### config.mk
export PLATFORM = sky130hd
export DESIGN_NAME = axil_cmd_master_flat
export DESIGN_NICKNAME = d
export VERILOG_FILES = /design/src/rtl/axil_pkg.sv /design/src/rtl/axil_cmd_master_if.sv /design/src/rtl/axil_cmd_master_sat_counter.sv /design/src/rtl/axil_cmd_master.sv /design/src/flat_wrapper.sv
export SDC_FILE = /design/constraint.sdc
export NUM_CORES = 1
export LEC_CHECK = 0
export ABC_AREA = 1
export CORE_AREA = 2 2 142 144
export CTS_CLUSTER_SIZE = 10
export DETAILED_ROUTE_END_ITERATION = 8
export DIE_AREA = 0 0 144 146
export PLACE_DENSITY = 0.74
export SYNTH_ARGS = -nofsm -noshare
export SYNTH_HDL_FRONTEND = slang
export SYNTH_HIERARCHICAL = 1
export SYNTH_SLANG_ARGS = --single-unit
### constraint.sdc
create_clock -name axi_aclk -period 2.6 [get_ports axi_aclk]
set_input_delay 0.26 -clock axi_aclk [delete_from_list [all_inputs] [get_ports axi_aclk]]
set_output_delay 0.26 -clock axi_aclk [all_outputs]
set_load 0.005 [all_outputs]
### src/rtl/axil_pkg.sv
// rtl/axil_pkg.sv - shared types and response codes for the AXI4-Lite command master
package axil_pkg;

    localparam int AXIL_ADDR_W = 16;
    localparam int AXIL_DATA_W = 32;
    localparam int AXIL_STRB_W = AXIL_DATA_W / 8;

    localparam logic [1:0] RESP_OKAY   = 2'b00;
    localparam logic [1:0] RESP_SLVERR = 2'b10;
    localparam logic [1:0] RESP_DECERR = 2'b11;

    typedef enum logic [2:0] {
        IDLE,
        WR_REQ,
        WR_RESP,
        RD_REQ,
        RD_DATA,
        RSP
    } axil_state_e;

    typedef struct packed {
        logic                   write;
        logic [AXIL_ADDR_W-1:0] addr;
        logic [AXIL_DATA_W-1:0] data;
        logic [AXIL_STRB_W-1:0] strb;
        logic                   check;
        logic [AXIL_DATA_W-1:0] mask;
    } axil_cmd_t;

    function automatic logic rsp_is_err(input logic [1:0] resp, input logic mismatch,
                                        input logic timeout);
        return (resp != RESP_OKAY) || mismatch || timeout;
    endfunction

endpackage

### src/rtl/axil_cmd_master_if.sv
// rtl/axil_cmd_master_if.sv - AXI4-Lite bus bundle with master/slave views
interface axil_cmd_master_if #(
    parameter int ADDR_W = 16,
    parameter int DATA_W = 32
);
    localparam int STRB_W = DATA_W / 8;

    logic [ADDR_W-1:0] awaddr;
    logic [2:0]        awprot;
    logic              awvalid;
    logic              awready;
    logic [DATA_W-1:0] wdata;
    logic [STRB_W-1:0] wstrb;
    logic              wvalid;
    logic              wready;
    logic [1:0]        bresp;
    logic              bvalid;
    logic              bready;
    logic [ADDR_W-1:0] araddr;
    logic [2:0]        arprot;
    logic              arvalid;
    logic              arready;
    logic [DATA_W-1:0] rdata;
    logic [1:0]        rresp;
    logic              rvalid;
    logic              rready;

    modport master (
        output awaddr, awprot, awvalid, input awready,
        output wdata, wstrb, wvalid, input wready,
        input bresp, bvalid, output bready,
        output araddr, arprot, arvalid, input arready,
        input rdata, rresp, rvalid, output rready
    );

    modport slave (
        input awaddr, awprot, awvalid, output awready,
        input wdata, wstrb, wvalid, output wready,
        output bresp, bvalid, input bready,
        input araddr, arprot, arvalid, output arready,
        output rdata, rresp, rvalid, input rready
    );

endinterface

### src/rtl/axil_cmd_master_sat_counter.sv
// rtl/axil_cmd_master_sat_counter.sv - up counter that sticks at all-ones
module axil_cmd_master_sat_counter #(
    parameter int W = 16
) (
    input  logic         clk,
    input  logic         rst,
    input  logic         clear,
    input  logic         inc,
    output logic [W-1:0] count
);

    always_ff @(posedge clk) begin
        if (rst || clear) begin
            count <= '0;
        end else if (inc && (count != '1)) begin
            count <= count + W'(1);
        end
    end

endmodule

### src/rtl/axil_cmd_master.sv
// rtl/axil_cmd_master.sv - command stream to single AXI4-Lite transactions with check and timeout
module axil_cmd_master
    import axil_pkg::*;
#(
    parameter int  ADDR_W  = 16,
    parameter int  DATA_W  = 32,
    parameter int  TIMEOUT = 1024,
    parameter int  CNT_W   = 16,
    localparam int STRB_W  = DATA_W / 8
) (
    input  logic              axi_aclk,
    input  logic              axi_reset,

    input  logic              cmd_valid,
    output logic              cmd_ready,
    input  logic              cmd_write,
    input  logic [ADDR_W-1:0] cmd_addr,
    input  logic [DATA_W-1:0] cmd_data,
    input  logic [STRB_W-1:0] cmd_strb,
    input  logic              cmd_check,
    input  logic [DATA_W-1:0] cmd_mask,

    output logic              rsp_valid,
    input  logic              rsp_ready,
    output logic [DATA_W-1:0] rsp_data,
    output logic [1:0]        rsp_resp,
    output logic              rsp_mismatch,
    output logic              rsp_timeout,

    axil_cmd_master_if.master m_axi,

    output logic [CNT_W-1:0]  txn_cnt,
    output logic [CNT_W-1:0]  err_cnt,
    output logic              busy
);

    localparam int TO_W = $clog2(TIMEOUT);

    axil_state_e       state_q, state_d;
    logic              cmd_ready_q, cmd_ready_d;
    logic [ADDR_W-1:0] addr_q, addr_d;
    logic [DATA_W-1:0] data_q, data_d;
    logic [STRB_W-1:0] strb_q, strb_d;
    logic              check_q, check_d;
    logic [DATA_W-1:0] mask_q, mask_d;
    logic              awvalid_q, awvalid_d;
    logic              wvalid_q, wvalid_d;
    logic              bready_q, bready_d;
    logic              arvalid_q, arvalid_d;
    logic              rready_q, rready_d;
    logic              rsp_valid_q, rsp_valid_d;
    logic [DATA_W-1:0] rsp_data_q, rsp_data_d;
    logic [1:0]        rsp_resp_q, rsp_resp_d;
    logic              rsp_mismatch_q, rsp_mismatch_d;
    logic              rsp_timeout_q, rsp_timeout_d;
    logic [TO_W-1:0]   to_cnt_q, to_cnt_d;
    logic              to_expired;
    logic              timeout_hit;
    logic              rsp_fire;
    logic              err_inc;

    always_ff @(posedge axi_aclk) begin
        if (axi_reset) begin
            state_q        <= IDLE;
            cmd_ready_q    <= 1'b0;
            addr_q         <= '0;
            data_q         <= '0;
            strb_q         <= '0;
            check_q        <= 1'b0;
            mask_q         <= '0;
            awvalid_q      <= 1'b0;
            wvalid_q       <= 1'b0;
            bready_q       <= 1'b0;
            arvalid_q      <= 1'b0;
            rready_q       <= 1'b0;
            rsp_valid_q    <= 1'b0;
            rsp_data_q     <= '0;
            rsp_resp_q     <= RESP_OKAY;
            rsp_mismatch_q <= 1'b0;
            rsp_timeout_q  <= 1'b0;
            to_cnt_q       <= '0;
        end else begin
            state_q        <= state_d;
            cmd_ready_q    <= cmd_ready_d;
            addr_q         <= addr_d;
            data_q         <= data_d;
            strb_q         <= strb_d;
            check_q        <= check_d;
            mask_q         <= mask_d;
            awvalid_q      <= awvalid_d;
            wvalid_q       <= wvalid_d;
            bready_q       <= bready_d;
            arvalid_q      <= arvalid_d;
            rready_q       <= rready_d;
            rsp_valid_q    <= rsp_valid_d;
            rsp_data_q     <= rsp_data_d;
            rsp_resp_q     <= rsp_resp_d;
            rsp_mismatch_q <= rsp_mismatch_d;
            rsp_timeout_q  <= rsp_timeout_d;
            to_cnt_q       <= to_cnt_d;
        end
    end

    always_comb begin
        state_d        = state_q;
        cmd_ready_d    = cmd_ready_q;
        addr_d         = addr_q;
        data_d         = data_q;
        strb_d         = strb_q;
        check_d        = check_q;
        mask_d         = mask_q;
        awvalid_d      = awvalid_q;
        wvalid_d       = wvalid_q;
        bready_d       = bready_q;
        arvalid_d      = arvalid_q;
        rready_d       = rready_q;
        rsp_valid_d    = rsp_valid_q;
        rsp_data_d     = rsp_data_q;
        rsp_resp_d     = rsp_resp_q;
        rsp_mismatch_d = rsp_mismatch_q;
        rsp_timeout_d  = rsp_timeout_q;
        timeout_hit    = 1'b0;
        to_expired     = (to_cnt_q == TO_W'(TIMEOUT - 1));

        case (state_q)
            IDLE: begin
                cmd_ready_d = 1'b1;
                if (cmd_valid && cmd_ready_q) begin
                    addr_d      = cmd_addr;
                    data_d      = cmd_data;
                    strb_d      = cmd_strb;
                    check_d     = cmd_check;
                    mask_d      = cmd_mask;
                    cmd_ready_d = 1'b0;
                    if (cmd_write) begin
                        state_d   = WR_REQ;
                        awvalid_d = 1'b1;
                        wvalid_d  = 1'b1;
                    end else begin
                        state_d   = RD_REQ;
                        arvalid_d = 1'b1;
                    end
                end
            end
            WR_REQ: begin
                // AW and W retire independently; a completed handshake beats an expiring timer
                awvalid_d = awvalid_q && !m_axi.awready;
                wvalid_d  = wvalid_q && !m_axi.wready;
                if (!awvalid_d && !wvalid_d) begin
                    state_d  = WR_RESP;
                    bready_d = 1'b1;
                end else begin
                    timeout_hit = to_expired;
                end
            end
            WR_RESP: begin
                if (m_axi.bvalid) begin
                    bready_d       = 1'b0;
                    state_d        = RSP;
                    rsp_valid_d    = 1'b1;
                    rsp_data_d     = '0;
                    rsp_resp_d     = m_axi.bresp;
                    rsp_mismatch_d = 1'b0;
                    rsp_timeout_d  = 1'b0;
                end else begin
                    timeout_hit = to_expired;
                end
            end
            RD_REQ: begin
                if (m_axi.arready) begin
                    arvalid_d = 1'b0;
                    rready_d  = 1'b1;
                    state_d   = RD_DATA;
                end else begin
                    timeout_hit = to_expired;
                end
            end
            RD_DATA: begin
                if (m_axi.rvalid) begin
                    rready_d       = 1'b0;
                    state_d        = RSP;
                    rsp_valid_d    = 1'b1;
                    rsp_data_d     = m_axi.rdata;
                    rsp_resp_d     = m_axi.rresp;
                    rsp_mismatch_d = check_q && (|((m_axi.rdata ^ data_q) & mask_q));
                    rsp_timeout_d  = 1'b0;
                end else begin
                    timeout_hit = to_expired;
                end
            end
            RSP: begin
                if (rsp_ready) begin
                    rsp_valid_d = 1'b0;
                    cmd_ready_d = 1'b1;
                    state_d     = IDLE;
                end
            end
            default: state_d = IDLE;
        endcase

        if (timeout_hit) begin
            awvalid_d      = 1'b0;
            wvalid_d       = 1'b0;
            bready_d       = 1'b0;
            arvalid_d      = 1'b0;
            rready_d       = 1'b0;
            state_d        = RSP;
            rsp_valid_d    = 1'b1;
            rsp_data_d     = '0;
            rsp_resp_d     = RESP_SLVERR;
            rsp_mismatch_d = 1'b0;
            rsp_timeout_d  = 1'b1;
        end

        // Timer restarts on every state change and only runs inside the four bus-wait states
        if ((state_d != state_q) || (state_q == IDLE) || (state_q == RSP)) begin
            to_cnt_d = '0;
        end else begin
            to_cnt_d = to_cnt_q + TO_W'(1);
        end
    end

    assign rsp_fire = (state_q == RSP) && rsp_ready;
    assign err_inc  = rsp_fire && rsp_is_err(rsp_resp_q, rsp_mismatch_q, rsp_timeout_q);

    axil_cmd_master_sat_counter #(.W(CNT_W)) u_txn_cnt (
        .clk   (axi_aclk),
        .rst   (axi_reset),
        .clear (1'b0),
        .inc   (rsp_fire),
        .count (txn_cnt)
    );

    axil_cmd_master_sat_counter #(.W(CNT_W)) u_err_cnt (
        .clk   (axi_aclk),
        .rst   (axi_reset),
        .clear (1'b0),
        .inc   (err_inc),
        .count (err_cnt)
    );

    assign cmd_ready    = cmd_ready_q;
    assign rsp_valid    = rsp_valid_q;
    assign rsp_data     = rsp_data_q;
    assign rsp_resp     = rsp_resp_q;
    assign rsp_mismatch = rsp_mismatch_q;
    assign rsp_timeout  = rsp_timeout_q;
    assign busy         = (state_q != IDLE);

    assign m_axi.awaddr  = addr_q;
    assign m_axi.awprot  = 3'b000;
    assign m_axi.awvalid = awvalid_q;
    assign m_axi.wdata   = data_q;
    assign m_axi.wstrb   = strb_q;
    assign m_axi.wvalid  = wvalid_q;
    assign m_axi.bready  = bready_q;
    assign m_axi.araddr  = addr_q;
    assign m_axi.arprot  = 3'b000;
    assign m_axi.arvalid = arvalid_q;
    assign m_axi.rready  = rready_q;

endmodule

### src/flat_wrapper.sv
// flat-port wrapper written by rule: the top's interface ports become plain ports
module axil_cmd_master_flat import axil_pkg::*;
#(
    parameter int  ADDR_W  = 16,
    parameter int  DATA_W  = 32,
    parameter int  TIMEOUT = 1024,
    parameter int  CNT_W   = 16,
    localparam int STRB_W  = DATA_W / 8
)
  (axi_aclk, axi_reset, cmd_valid, cmd_ready, cmd_write, cmd_addr, cmd_data, cmd_strb, cmd_check, cmd_mask, rsp_valid, rsp_ready, rsp_data, rsp_resp, rsp_mismatch, rsp_timeout, txn_cnt, err_cnt, busy, m_axi_awaddr, m_axi_awprot, m_axi_awvalid, m_axi_awready, m_axi_wdata, m_axi_wstrb, m_axi_wvalid, m_axi_wready, m_axi_bresp, m_axi_bvalid, m_axi_bready, m_axi_araddr, m_axi_arprot, m_axi_arvalid, m_axi_arready, m_axi_rdata, m_axi_rresp, m_axi_rvalid, m_axi_rready);
  axil_cmd_master_if #(.ADDR_W(ADDR_W), .DATA_W(DATA_W)) m_axi_i ();
  input  logic axi_aclk;
  input  logic axi_reset;
  input  logic cmd_valid;
  output logic cmd_ready;
  input  logic cmd_write;
  input  logic [ADDR_W-1:0] cmd_addr;
  input  logic [DATA_W-1:0] cmd_data;
  input  logic [STRB_W-1:0] cmd_strb;
  input  logic cmd_check;
  input  logic [DATA_W-1:0] cmd_mask;
  output logic rsp_valid;
  input  logic rsp_ready;
  output logic [DATA_W-1:0] rsp_data;
  output logic [1:0] rsp_resp;
  output logic rsp_mismatch;
  output logic rsp_timeout;
  output logic [CNT_W-1:0] txn_cnt;
  output logic [CNT_W-1:0] err_cnt;
  output logic busy;
  output wire logic [$bits(m_axi_i.awaddr)-1:0] m_axi_awaddr;
  output wire logic [$bits(m_axi_i.awprot)-1:0] m_axi_awprot;
  output wire logic [$bits(m_axi_i.awvalid)-1:0] m_axi_awvalid;
  input wire logic [$bits(m_axi_i.awready)-1:0] m_axi_awready;
  output wire logic [$bits(m_axi_i.wdata)-1:0] m_axi_wdata;
  output wire logic [$bits(m_axi_i.wstrb)-1:0] m_axi_wstrb;
  output wire logic [$bits(m_axi_i.wvalid)-1:0] m_axi_wvalid;
  input wire logic [$bits(m_axi_i.wready)-1:0] m_axi_wready;
  input wire logic [$bits(m_axi_i.bresp)-1:0] m_axi_bresp;
  input wire logic [$bits(m_axi_i.bvalid)-1:0] m_axi_bvalid;
  output wire logic [$bits(m_axi_i.bready)-1:0] m_axi_bready;
  output wire logic [$bits(m_axi_i.araddr)-1:0] m_axi_araddr;
  output wire logic [$bits(m_axi_i.arprot)-1:0] m_axi_arprot;
  output wire logic [$bits(m_axi_i.arvalid)-1:0] m_axi_arvalid;
  input wire logic [$bits(m_axi_i.arready)-1:0] m_axi_arready;
  input wire logic [$bits(m_axi_i.rdata)-1:0] m_axi_rdata;
  input wire logic [$bits(m_axi_i.rresp)-1:0] m_axi_rresp;
  input wire logic [$bits(m_axi_i.rvalid)-1:0] m_axi_rvalid;
  output wire logic [$bits(m_axi_i.rready)-1:0] m_axi_rready;
  assign m_axi_awaddr = m_axi_i.awaddr;
  assign m_axi_awprot = m_axi_i.awprot;
  assign m_axi_awvalid = m_axi_i.awvalid;
  assign m_axi_i.awready = m_axi_awready;
  assign m_axi_wdata = m_axi_i.wdata;
  assign m_axi_wstrb = m_axi_i.wstrb;
  assign m_axi_wvalid = m_axi_i.wvalid;
  assign m_axi_i.wready = m_axi_wready;
  assign m_axi_i.bresp = m_axi_bresp;
  assign m_axi_i.bvalid = m_axi_bvalid;
  assign m_axi_bready = m_axi_i.bready;
  assign m_axi_araddr = m_axi_i.araddr;
  assign m_axi_arprot = m_axi_i.arprot;
  assign m_axi_arvalid = m_axi_i.arvalid;
  assign m_axi_i.arready = m_axi_arready;
  assign m_axi_i.rdata = m_axi_rdata;
  assign m_axi_i.rresp = m_axi_rresp;
  assign m_axi_i.rvalid = m_axi_rvalid;
  assign m_axi_rready = m_axi_i.rready;
  axil_cmd_master #(.ADDR_W(ADDR_W), .DATA_W(DATA_W), .TIMEOUT(TIMEOUT), .CNT_W(CNT_W)) u_core (.axi_aclk(axi_aclk), .axi_reset(axi_reset), .cmd_valid(cmd_valid), .cmd_ready(cmd_ready), .cmd_write(cmd_write), .cmd_addr(cmd_addr), .cmd_data(cmd_data), .cmd_strb(cmd_strb), .cmd_check(cmd_check), .cmd_mask(cmd_mask), .rsp_valid(rsp_valid), .rsp_ready(rsp_ready), .rsp_data(rsp_data), .rsp_resp(rsp_resp), .rsp_mismatch(rsp_mismatch), .rsp_timeout(rsp_timeout), .m_axi(m_axi_i), .txn_cnt(txn_cnt), .err_cnt(err_cnt), .busy(busy));
endmodule
==> flow_metrics.py <==
metrics = {
    "clock_network": {
        "clk_pin_slew_ps": 70,
        "cts_tree": "built",
        "cts_root_buf": "clkbuf_16",
        "post_cts_buffers": 0,
        "cts.sinks": 173,
        "hold_buffers": 0,
        "clock_path_buffers": 2,
        "htreeDepth": 4,
        "cts_made_buffers": 17,
        "clk_latency_ps": 430,
        "post_cts_resized": 0,
    },
    "floorplan": {
        "coreArea_sq_um": 19300,
        "initial_core_util": 0.417,
        "pin_count": 281,
        "fp.dieH_um": 146,
        "row_count": 51,
        "die_area_sq_um": 21000,
        "die_w_um": 144,
    },
    "detailed_routing": {
        "routed_wl_um": 25800,
        "wl_per_cell_um": 15.3,
        "num_vias": 8251,
        "dr.pass1.iters": 8,
        "drc_errors": 0,
        "drt_iter0_drc": 504,
        "ant_nets": 0,
        "avgViaCountPerCell": 4.89,
    },
    "final_layout": {
        "multi_input_area_sq_um": 3790,
        "final_nets": 1541,
        "drive_gt1_frac": 0.0662,
        "final_util": 0.595,
        "syn2layout_area_growth_pct": 42.6,
        "nFillCells": 1832,
        "regArea_sq_um": 3460,
    },
    "yosys": {
        "synthesis.area_sq_um": 8060,
        "synth_flop_cell": "dfxtp_1",
        "ys_top_cells_by_count": "239 x nor2_1, 194 x nand2_1, 173 x dfxtp_1",
        "ys_ff_latch": 173,
        "post_synth.cell_area_avg_sq_um": 6.92,
        "yosysWarningCount": 6,
        "synth_edf_count": 0,
        "yosysTopAreaCellShare": 0.430,
        "synth_largest_area_cell": "dfxtp_1",
        "netlist_instances": 1165,
        "synth_top_cells_by_area": "dfxtp_1 43%, nor2_1 11%, nand2_1 9.0%, o21ai_0 8.9%, inv_1 4.7%",
        "synthArstFlopShare": 0,
        "yosysMostFrequentCell": "nor2_1",
        "ys_types": 36,
        "yosysSeqAreaShare": 0.430,
    },
    "global_routing": {
        "grt_pass1_vias": 7773,
        "top_usage_layer": "met2",
        "grt_use_total": 0.244,
        "globalRouteMet3Util": 0.0760,
        "antenna_found_initial": 2,
        "grt_max_degree": 119,
        "grt_pass1_wl_um": 40400,
        "met2_usage": 0.432,
        "overflow": 0,
        "use_met1": 0.279,
    },
    "timing": {
        "rsz0062_at_grt": "no",
        "drv_slew": 0,
        "setup_violations": 0,
        "finalHoldViolCount": 0,
        "relSlewSlack": 0.235,
        "tns_ps": 0,
        "clock.fmax_mhz": 448,
        "fin_skew_ps": 13.0,
        "tightest_slew_ps": 1150,
        "finalCriticalPeriod_ps": 2230,
        "timing.final.crit_share": 0.859,
    },
    "pwr": {
        "p_leak_nw": 4.54,
        "power_density_nw_per_um2": 692,
        "ir_drop_uv": 424,
    },
    "worst_setup_path": {
        "arrival_ps": 2590,
        "critPathCaptureType": "flip-flop",
        "endpoint": "u_core/m_axi.wdata[16]",
        "r2r_cells": 7,
        "critical_path.max_fanout": 118,
        "regToRegSetupSlack_ps": 370,
        "timing.critical_path.from": "u_core/state_q[2]",
        "r2r-end": "u_core/m_axi.wdata[16]",
        "path_class": "flip-flop to flip-flop",
        "reg2reg_from": "u_core/state_q[2]",
        "worstSetupStartpointType": "flip-flop",
        "cp.required_ps": 2950,
    },
    "worst_hold_path": {
        "hold_path.class": "input port to flip-flop",
        "hold_depth": 3,
    },
    "job": {
        "max_cap_violations": 0,
    },
    "run_status": {
        "status": "finished, final reports clean",
    },
    "placement": {
        "dp_hpwl_um": 19100,
        "port-buffer-count": 274,
        "gp_congestion": 0.913,
    },
}
## registers in the layout, indices dropped and copies added (netlist names)
signal / flops
u_core/mask_q: 32
u_core/m_axi.wvalid: 1
u_core/rsp_valid: 1
u_core/rsp_resp: 2
u_core/m_axi.wdata: 32
u_core/check_q: 1
u_core/state_q: 3
u_core/cmd_ready: 1
u_core/m_axi.bready: 1
u_core/m_axi.arvalid: 1
u_core/rsp_data: 32
u_core/m_axi.wstrb: 4
u_core/to_cnt_q: 10
u_core/rsp_mismatch: 1
u_core/rsp_timeout: 1
u_core/m_axi.araddr: 16
u_core/m_axi.awvalid: 1
u_core/u_txn_cnt/count: 16
u_core/m_axi.rready: 1
u_core/u_err_cnt/count: 16
## logic make-up after synthesis
family / count (synthesis) / share of synthesized area
simple gates: 564 / 0.302
compound gates: 236 / 0.150
buf+inv: 179 / 0.103
flops: 173 / 0.430
xor+xnor: 8 / 0.00869
fa+ha+maj: 3 / 0.00466
other cells: 1 / 0.000465
mux: 1 / 0.00140
## per-layer routing
layer / routed length, um / vias up
li1: - / 4184
met1: 10200 / 3750
met2: 12800 / 282
met3: 2130 / 33
met4: 621 / 2
met5: 11 / -
## report_power, final
part           total (mW)  switching, mW  leakage, nW  internal, mW
clock network        2.77           1.14        0.293          1.63
logic                1.96          0.981         2.84         0.983
registers            3.22          0.234         1.41          2.99
## layout make-up
| type | instances | area share |
|---|---|---|
| diodes | 1 | 0.000218 |
| clock buffers | 18 | 0.0373 |
| clock inverters | 14 | 0.0180 |
| inverters | 108 | 0.0354 |
| multi-input cells | 820 | 0.330 |
| flip-flops and latches | 173 | 0.301 |
| well taps | 265 | 0.0288 |
| repair buffers | 287 | 0.249 |
## critical path, stage by stage, from the launching register on
cell and delay (ps):
dfxtp_1 530, inv_2 110, nand2_4 150, nor2_4 50, clkinv_2 50, buf_4 810
o21ai_0 210, a21oi_1 170
## layout by cell type (no fill, tap or decap), types with 13 or more instances in the layout
| cell | synthesis | routed |
|---|---|---|
| a21oi_1 | 72 | 72 |
| clkbuf_16 | 0 | 17 |
| clkdlybuf4s50_1 | 0 | 274 |
| dfxtp_1 | 173 | 173 |
| inv_1 | 100 | 99 |
| nand2_1 | 194 | 194 |
| nand3_1 | 70 | 70 |
| nor2_1 | 239 | 239 |
| nor2_2 | 13 | 13 |
| o21ai_0 | 144 | 144 |
## how the worst min path moves through the flow
stage,from,to,slack (ps)
global placement,u_core/to_cnt_q[0],u_core/to_cnt_q[0],440
global route,cmd_addr[10],u_core/m_axi.araddr[10],400
CTS,cmd_addr[8],u_core/m_axi.araddr[8],390
finish,cmd_addr[8],u_core/m_axi.araddr[8],410
detailed placement,u_core/to_cnt_q[0],u_core/to_cnt_q[0],440
floorplan,cmd_strb[0],u_core/m_axi.wstrb[0],390
## stage by stage
stage | area (sq um) | hold WS, ps | setup WS (ps) | total power, mW | std cells
2_1_floorplan | 8090 | 395 | 527 | 4.23 | 1172
3_3_place_gp | 10900 | 435 | 370 | 5.20 | 1653
3_5_place_dp | 10900 | 441 | 335 | 5.22 | 1653
4_1_cts | 11500 | 395 | 396 | 8.01 | 1685
5_1_grt | 11500 | 405 | 148 | 8.36 | 1685
6_report | 11500 | 408 | 368 | 7.95 | 1686
Power figures use the tool's default switching activity.
